`src/rtl/gray_updown_counter.sv`:
```
// gray_updown_counter: up/down binary+Gray counter (clk, rst, en, dir, load, load_bin -> bin_q, gray_q, wrap_q, at_max, at_min, sat_hit, load_evt)
module gray_updown_counter #(
  parameter int WIDTH = 4,
  parameter bit SATURATE = 1'b0
) (
  input  logic             clk,
  input  logic             rst,
  input  logic             en,
  input  logic             dir,
  input  logic             load,
  input  logic [WIDTH-1:0] load_bin,
  output logic [WIDTH-1:0] bin_q,
  output logic [WIDTH-1:0] gray_q,
  output logic             wrap_q,
  output logic             at_max,
  output logic             at_min,
  output logic             sat_hit,
  output logic             load_evt
);
  localparam logic [WIDTH-1:0] MAX = '1;
  logic [WIDTH-1:0] step_bin, nxt_bin, nxt_gray;
  logic at_lim, blocked, nxt_wrap;
  always_comb begin
    at_lim   = dir ? (bin_q == MAX) : (bin_q == '0);
    blocked  = SATURATE && at_lim;
    step_bin = blocked ? bin_q : dir ? bin_q + 1'b1 : bin_q - 1'b1;
    nxt_bin  = load ? load_bin : en ? step_bin : bin_q;
    nxt_gray = nxt_bin ^ (nxt_bin >> 1);
    nxt_wrap = load ? 1'b0 : (en && at_lim && !blocked) ? ~wrap_q : wrap_q;
  end
  always_ff @(posedge clk) begin
    if (rst) begin
      bin_q    <= '0;
      gray_q   <= '0;
      wrap_q   <= 1'b0;
      at_max   <= 1'b0;
      at_min   <= 1'b1;
      sat_hit  <= 1'b0;
      load_evt <= 1'b0;
    end else begin
      bin_q    <= nxt_bin;
      gray_q   <= nxt_gray;
      wrap_q   <= nxt_wrap;
      at_max   <= nxt_bin == MAX;
      at_min   <= nxt_bin == '0;
      sat_hit  <= !load && en && blocked;
      load_evt <= load && (nxt_gray != gray_q);
    end
  end
endmodule

```
`config.mk`:
```
export PLATFORM = sky130hd
export DESIGN_NAME = gray_updown_counter
export DESIGN_NICKNAME = d
export VERILOG_FILES = /design/src/rtl/gray_updown_counter.sv
export SDC_FILE = /design/constraint.sdc
export NUM_CORES = 1
export LEC_CHECK = 0
export ABC_AREA = 1
export ABC_CLOCK_PERIOD_IN_PS = 2800
export CORE_AREA = 2 2 43 45
export DETAILED_ROUTE_END_ITERATION = 10
export DIE_AREA = 0 0 45 47
export PLACE_DENSITY = 0.77
export SLEW_MARGIN = 10
export SYNTH_ARGS = -nofsm -noshare
export SYNTH_HDL_FRONTEND = slang
export SYNTH_SLANG_ARGS = --single-unit
```
`constraint.sdc`:
```
create_clock -name clk -period 2.8 [get_ports clk]
set_clock_uncertainty 0.2 [all_clocks]
set_input_delay 0.56 -clock clk [delete_from_list [all_inputs] [get_ports clk]]
set_output_delay 0.56 -clock clk [all_outputs]
set_load 0.1 [all_outputs]
```
### Yosys cells after proc, flatten, opt, wreduce, memory -nomap -nowiden

Cells that the tools add are included.

* add/subtract/negate cells: 2
* equality and inequality tests: 3
* muxes and demuxes: 4
* bitwise logic cells: 2
* reductions and logical operators: 5

Operators by type and width (count)
* 2-to-1 mux 4 bit: 3
* equality test 4 bit (second input constant): 2
* zero test 4 bit: 2
* adder 4 x 1 -> 4 bit (second input constant): 1
* != test 4 bit: 1
* subtractor 4 x 1 -> 4 bit (second input constant): 1
* XOR 4 x 3 -> 4 bit: 1
* logical AND 1 bit: 2
* OR reduction 2 bit: 1
* 2-to-1 mux 1 bit: 1
* NOT 1 bit: 1

* bits in registers: 12
* bits of input ports: 9
* output and inout bits: 13
* logic and storage cells: 22

### Logic depth before layout (Yosys ltp)

* depth in word-level cells: 7
* depth in mapped cells: 15
* depth with buffers taken out: 15

### Least setup slack after synthesis

No wires, ideal clock.

* path type: register to register
* start: reg bin_q[2]
* end: reg load_evt
* library setup time: 0.112 ns
* arrival time: 2.701 ns
* data required time: 2.488 ns
* setup slack: -0.212 ns
* cell stages (with the launch flop): 14
* period minus slack after synthesis: 3.012 ns
* cells stage by stage: dfxtp_1 ha_1 a21oi_1 nand3_1 nand3_1 nand2_1 nand2_1 inv_2 ha_1 xor2_1 nor2_1 nand3_1 nor2_1 nor2_1

* cells in the longest elaborated chain, start to end: 7
* elaborated cells on any way between the ends: 8
* those cells by class: add/sub (2); eq/ne (1); mux (3); bitwise (1); reduce/logical (1)

Ends and longest elaborated chain
* start, declared: line 12 `output logic [WIDTH-1:0] bin_q,`
* start signal, assigned: line 41 `bin_q <= nxt_bin;`
* subtractor 4 x 1 -> 4 bit or adder 4 x 1 -> 4 bit (tied branches): line 26 `step_bin = blocked ? bin_q : dir ? bin_q + 1'b1 : bin_q - 1'b1;`
* 2-to-1 mux 4 bit *: line 26
* 2-to-1 mux 4 bit * (2 in series): line 27 `nxt_bin = load ? load_bin : en ? step_bin : bin_q;`
* via nxt_bin[3]: line 21 `logic [WIDTH-1:0] step_bin, nxt_bin, nxt_gray;`
* XOR 4 x 3 -> 4 bit *: line 28 `nxt_gray = nxt_bin ^ (nxt_bin >> 1);`
* via nxt_gray[2]: line 21
* != test 4 bit *: line 47 `load_evt <= load && (nxt_gray != gray_q);`
* logical AND 1 bit *: line 47
* end signal, assigned: line 47
* end, declared: line 18 `output logic load_evt`

The timed path passes the listed nets; every way through them passes the cells marked *.
A chain may end at the register's enable or synchronous reset.

### Worst setup path after layout

* start: in dir
* end: reg load_evt

* cells in the longest elaborated chain, start to end: 6

Ends and longest elaborated chain
* start, declared: line 9 `input logic dir,`
* 2-to-1 mux 4 bit: line 26
* 2-to-1 mux 4 bit (2 in series): line 27
* XOR 4 x 3 -> 4 bit: line 28
* via nxt_gray[0]: line 21
* != test 4 bit: line 47
* logical AND 1 bit: line 47

The timed path passes the listed nets, and every way through them passes these cells.

==> results.md <==
* HP Start: wrap_q$_SDFFE_PP0P_
* Clk_lat worst skew at 0.26 ns
* Crit path launch type: input pin
* Number of max-cap violations at 0
* Worst path cell trace: clkdlybuf4s50_1 -> inv_2 -> fa_2 -> nand2_1 -> nand3_2 -> nand2_2 -> ha_4 -> xor2_1 -> nor2_1 -> nand3_1 -> nor2_1 -> nor2_1
* Status: complete, no violations
* Fin nets at 148
* Clk slew on worst S/H paths at 0.07 ns
* P per Cell Area at 559 mW/mm^2
* Library cells used by synthesis at 22
* Endpoints failing setup at 0
* Average cell area after synthesis at 6.89 sq um
* Lkg Pwr at 0.000509 uW
* Io pins at 22
* Reg2reg setup slack at 0.63 ns
* Final hold slack at 0.279 ns
* Final wirelength at 1.59 mm
* CP required at 2.76 ns
* Area share of the leading cell type in the synthesized netlist at 31.3%
* DRC at 0
* Final hold vios at 0
* Reg2reg start: bin_q[0]$_SDFF_PP0_
* Initial drt markers at 7
* Min-Delay Path Class: flip-flop to flip-flop
* FILL cells at 148
* First-pass GRT wire length at 2.42 mm
* Critical path data arrival time at 2.67 ns
* Final Cycle Share at 96.9%
* Hold EP: wrap_q$_SDFFE_PP0P_
* RSZ-0062 raised after global routing: no
* DP Wirelength at 1.19 mm
* Die Ht at 47 um
* Initial antenna violation count at 0
* Reg2Reg Depth at 10
* CTS tree: built
* Full die area at 0.00212 sq mm
* Top-count cell post-synth: nand2_1
* Drt pass-1 iters at 3
* Critical path class: input pin to flip-flop
* Total grt overflow at 0
* ANT nets after route at 0
* Post-synth EDFFs at 0
* Syn Nets at 118
* RD Place Congestion at 0.887
* Vias at 707
* Pin count of the biggest net entering global routing at 11
* Synth Instances at 102
* Routed len/inst at 10.7 um
* Final Core Density at 62.3%
* Num rows at 15
* Area growth from synthesis to layout at 46.4%
* CP most frequent cell: nor2_1
* Yosys Warn Count at 0
* H-Tree Level Count at 1
* Average vias per placed instance at 4.78
* Async S/R FF share, synth at 0%
* Starting Density at 42.6%
* Largest stage delay on the critical path at 0.58 ns
* Final Max Slew Viols at 0
* Post-CTS Hold Fix Bufs at 0
* Core Region at 0.00165 sq mm
* Buffers & Inverters on Critical Path at 2
* Crit-path leading delay family: adder cells
* Flops & latches, synth at 11
* Antenna Cells at 0
* Worst Hold Path Cells at 2
* Synthesized area at 703 sq um
* Crit-path slowest cell: fa_2
* IO Port Bufs at 20
* Min Tclk post-route at 2.71 ns
* Crit path depth at 12
* Worst-path fanout max at 4
* Register area share after synthesis at 31.3%
* CTS Sinks at 11
* Most instantiated cells after synthesis: 22 x nand2_1, 13 x nor2_1, 11 x dfxtp_1
* Clock buffer count from CTS at 3
* Crit end category: flip-flop
* Maximum clock rate at 369 MHz
* Worst r2r dst: load_evt$_SDFF_PP0_
* Top cells by area, synth: dfxtp_1 31%, nand2_1 12%, ha_1 11%
* CTS max path bufs at 2
* CTS root buffer: clkbuf_4
* Total GRT Usage at 15.6%
* Ys flop type: dfxtp_1
* Number of global-route vias before repair at 612
* Die W at 45 um
* Proportion of layout cells with a drive suffix above 1 at 35.9%
* Post-synth top area cell: dfxtp_1
* IR drop worst, VDD at 0.000345 V
## worst max-delay path by stage
stage / startpoint / to / slack (ns)
2_1_floorplan: bin_q[3]$_SDFF_PP0_ / load_evt$_SDFF_PP0_ / 0.07
3_5_place_dp: dir / load_evt$_SDFF_PP0_ / -0.34
4_1_cts: dir / load_evt$_SDFF_PP0_ / 0.01
6_report: dir / load_evt$_SDFF_PP0_ / 0.09
3_3_place_gp: dir / load_evt$_SDFF_PP0_ / -0.26
5_1_grt: dir / load_evt$_SDFF_PP0_ / 0.01
## power breakdown
group | switching (uW) | internal [uW]
clock | 49.2 | 55.0
combinational | 194 | 92.1
sequential | 14.4 | 171
total | 257 | 318
## layer usage
metal  share of wire (%)  GRT usage, %  wire length (um)
met1                  44          20.0               696
met2                  49          26.0               785
met3                 5.0          2.31                80
met4                 1.5          7.06                24
met5                   0             0                 0
## placed cells by master, fill, tap and decap left out
master           Yosys  routed
a21oi_1              5       4
a21oi_4              0       1
and3_1               1       1
buf_4                2      20
clkbuf_1             1       1
clkbuf_4             0       3
clkdlybuf4s50_1      0       8
conb_1               1       1
dfxtp_1             11       8
dfxtp_2              0       3
fa_2                 0       1
ha_1                 6       2
ha_2                 0       1
ha_4                 0       3
inv_1               10       9
inv_2                6       7
nand2_1             22      20
nand2_2              3       5
nand3_1             10       9
nand3_2              1       2
nor2_1              13      13
nor4_1               1       1
o21a_2               1       1
o21ai_1              2       2
or2_0                1       1
or2_1                1       1
xnor2_1              1       1
xor2_1               2       2
## metrics by stage
| step | power (uW) | setup WS (ns) | cell area, sq um | std cells | TNS (ns) |
|---|---|---|---|---|---|
| 5_1_grt | 609 | 0.0119 | 1030 | 148 | 0 |
| 3_5_place_dp | 453 | -0.337 | 932 | 143 | -0.337 |
| 4_1_cts | 562 | 0.0148 | 975 | 147 | 0 |
| 2_1_floorplan | 387 | 0.0650 | 707 | 102 | 0 |
| 6_report | 576 | 0.0864 | 1030 | 148 | 0 |
| 3_3_place_gp | 449 | -0.260 | 932 | 143 | -0.260 |
## repair_timing
action / CTS / global route
endpoints found under the setup margin: 1 / 1
pin swaps: 0 / 1
buffers inserted: 0 / 1
hold endpoints to repair: 0 / 0
resized for setup: 3 / 8
## cell type report
type	instances	area [sq um]	area share, %
well taps	17	21.3	2.07
clock buffers	4	26.3	2.55
inverters	16	60.1	5.83
multi-input cells	72	468	45.4
repair buffers	28	230	22.4
flip-flops and latches	11	224	21.7
## sequential cells by signal, summed over array words and instances, names as in the netlist
register	count
load_evt	1
gray_q	3
at_max	1
at_min	1
wrap_q	1
bin_q	4
## logic make-up after synthesis
logic type               after synthesis  synth area share [%]
AND/OR/NAND/NOR                       53                  33.5
XOR/XNOR                               3                  3.74
AO/OA/AOI/OAI                          8                  6.23
other                                  1                 0.533
adder cells (fa/ha/maj)                7                  13.5
buffers and inverters                 19                  11.2
flip-flops                            11                  31.3
## worst reg2reg max path, stage by stage (launching register included)
cell     delay [ns]
dfxtp_2        0.36
fa_2           0.55
nand2_1        0.06
nand3_2        0.09
nand2_2        0.07
ha_4           0.25
xor2_1         0.15
nor2_1         0.10
nand3_1        0.09
nor2_1         0.11
nor2_1         0.04
Power figures use the tool's default switching activity.
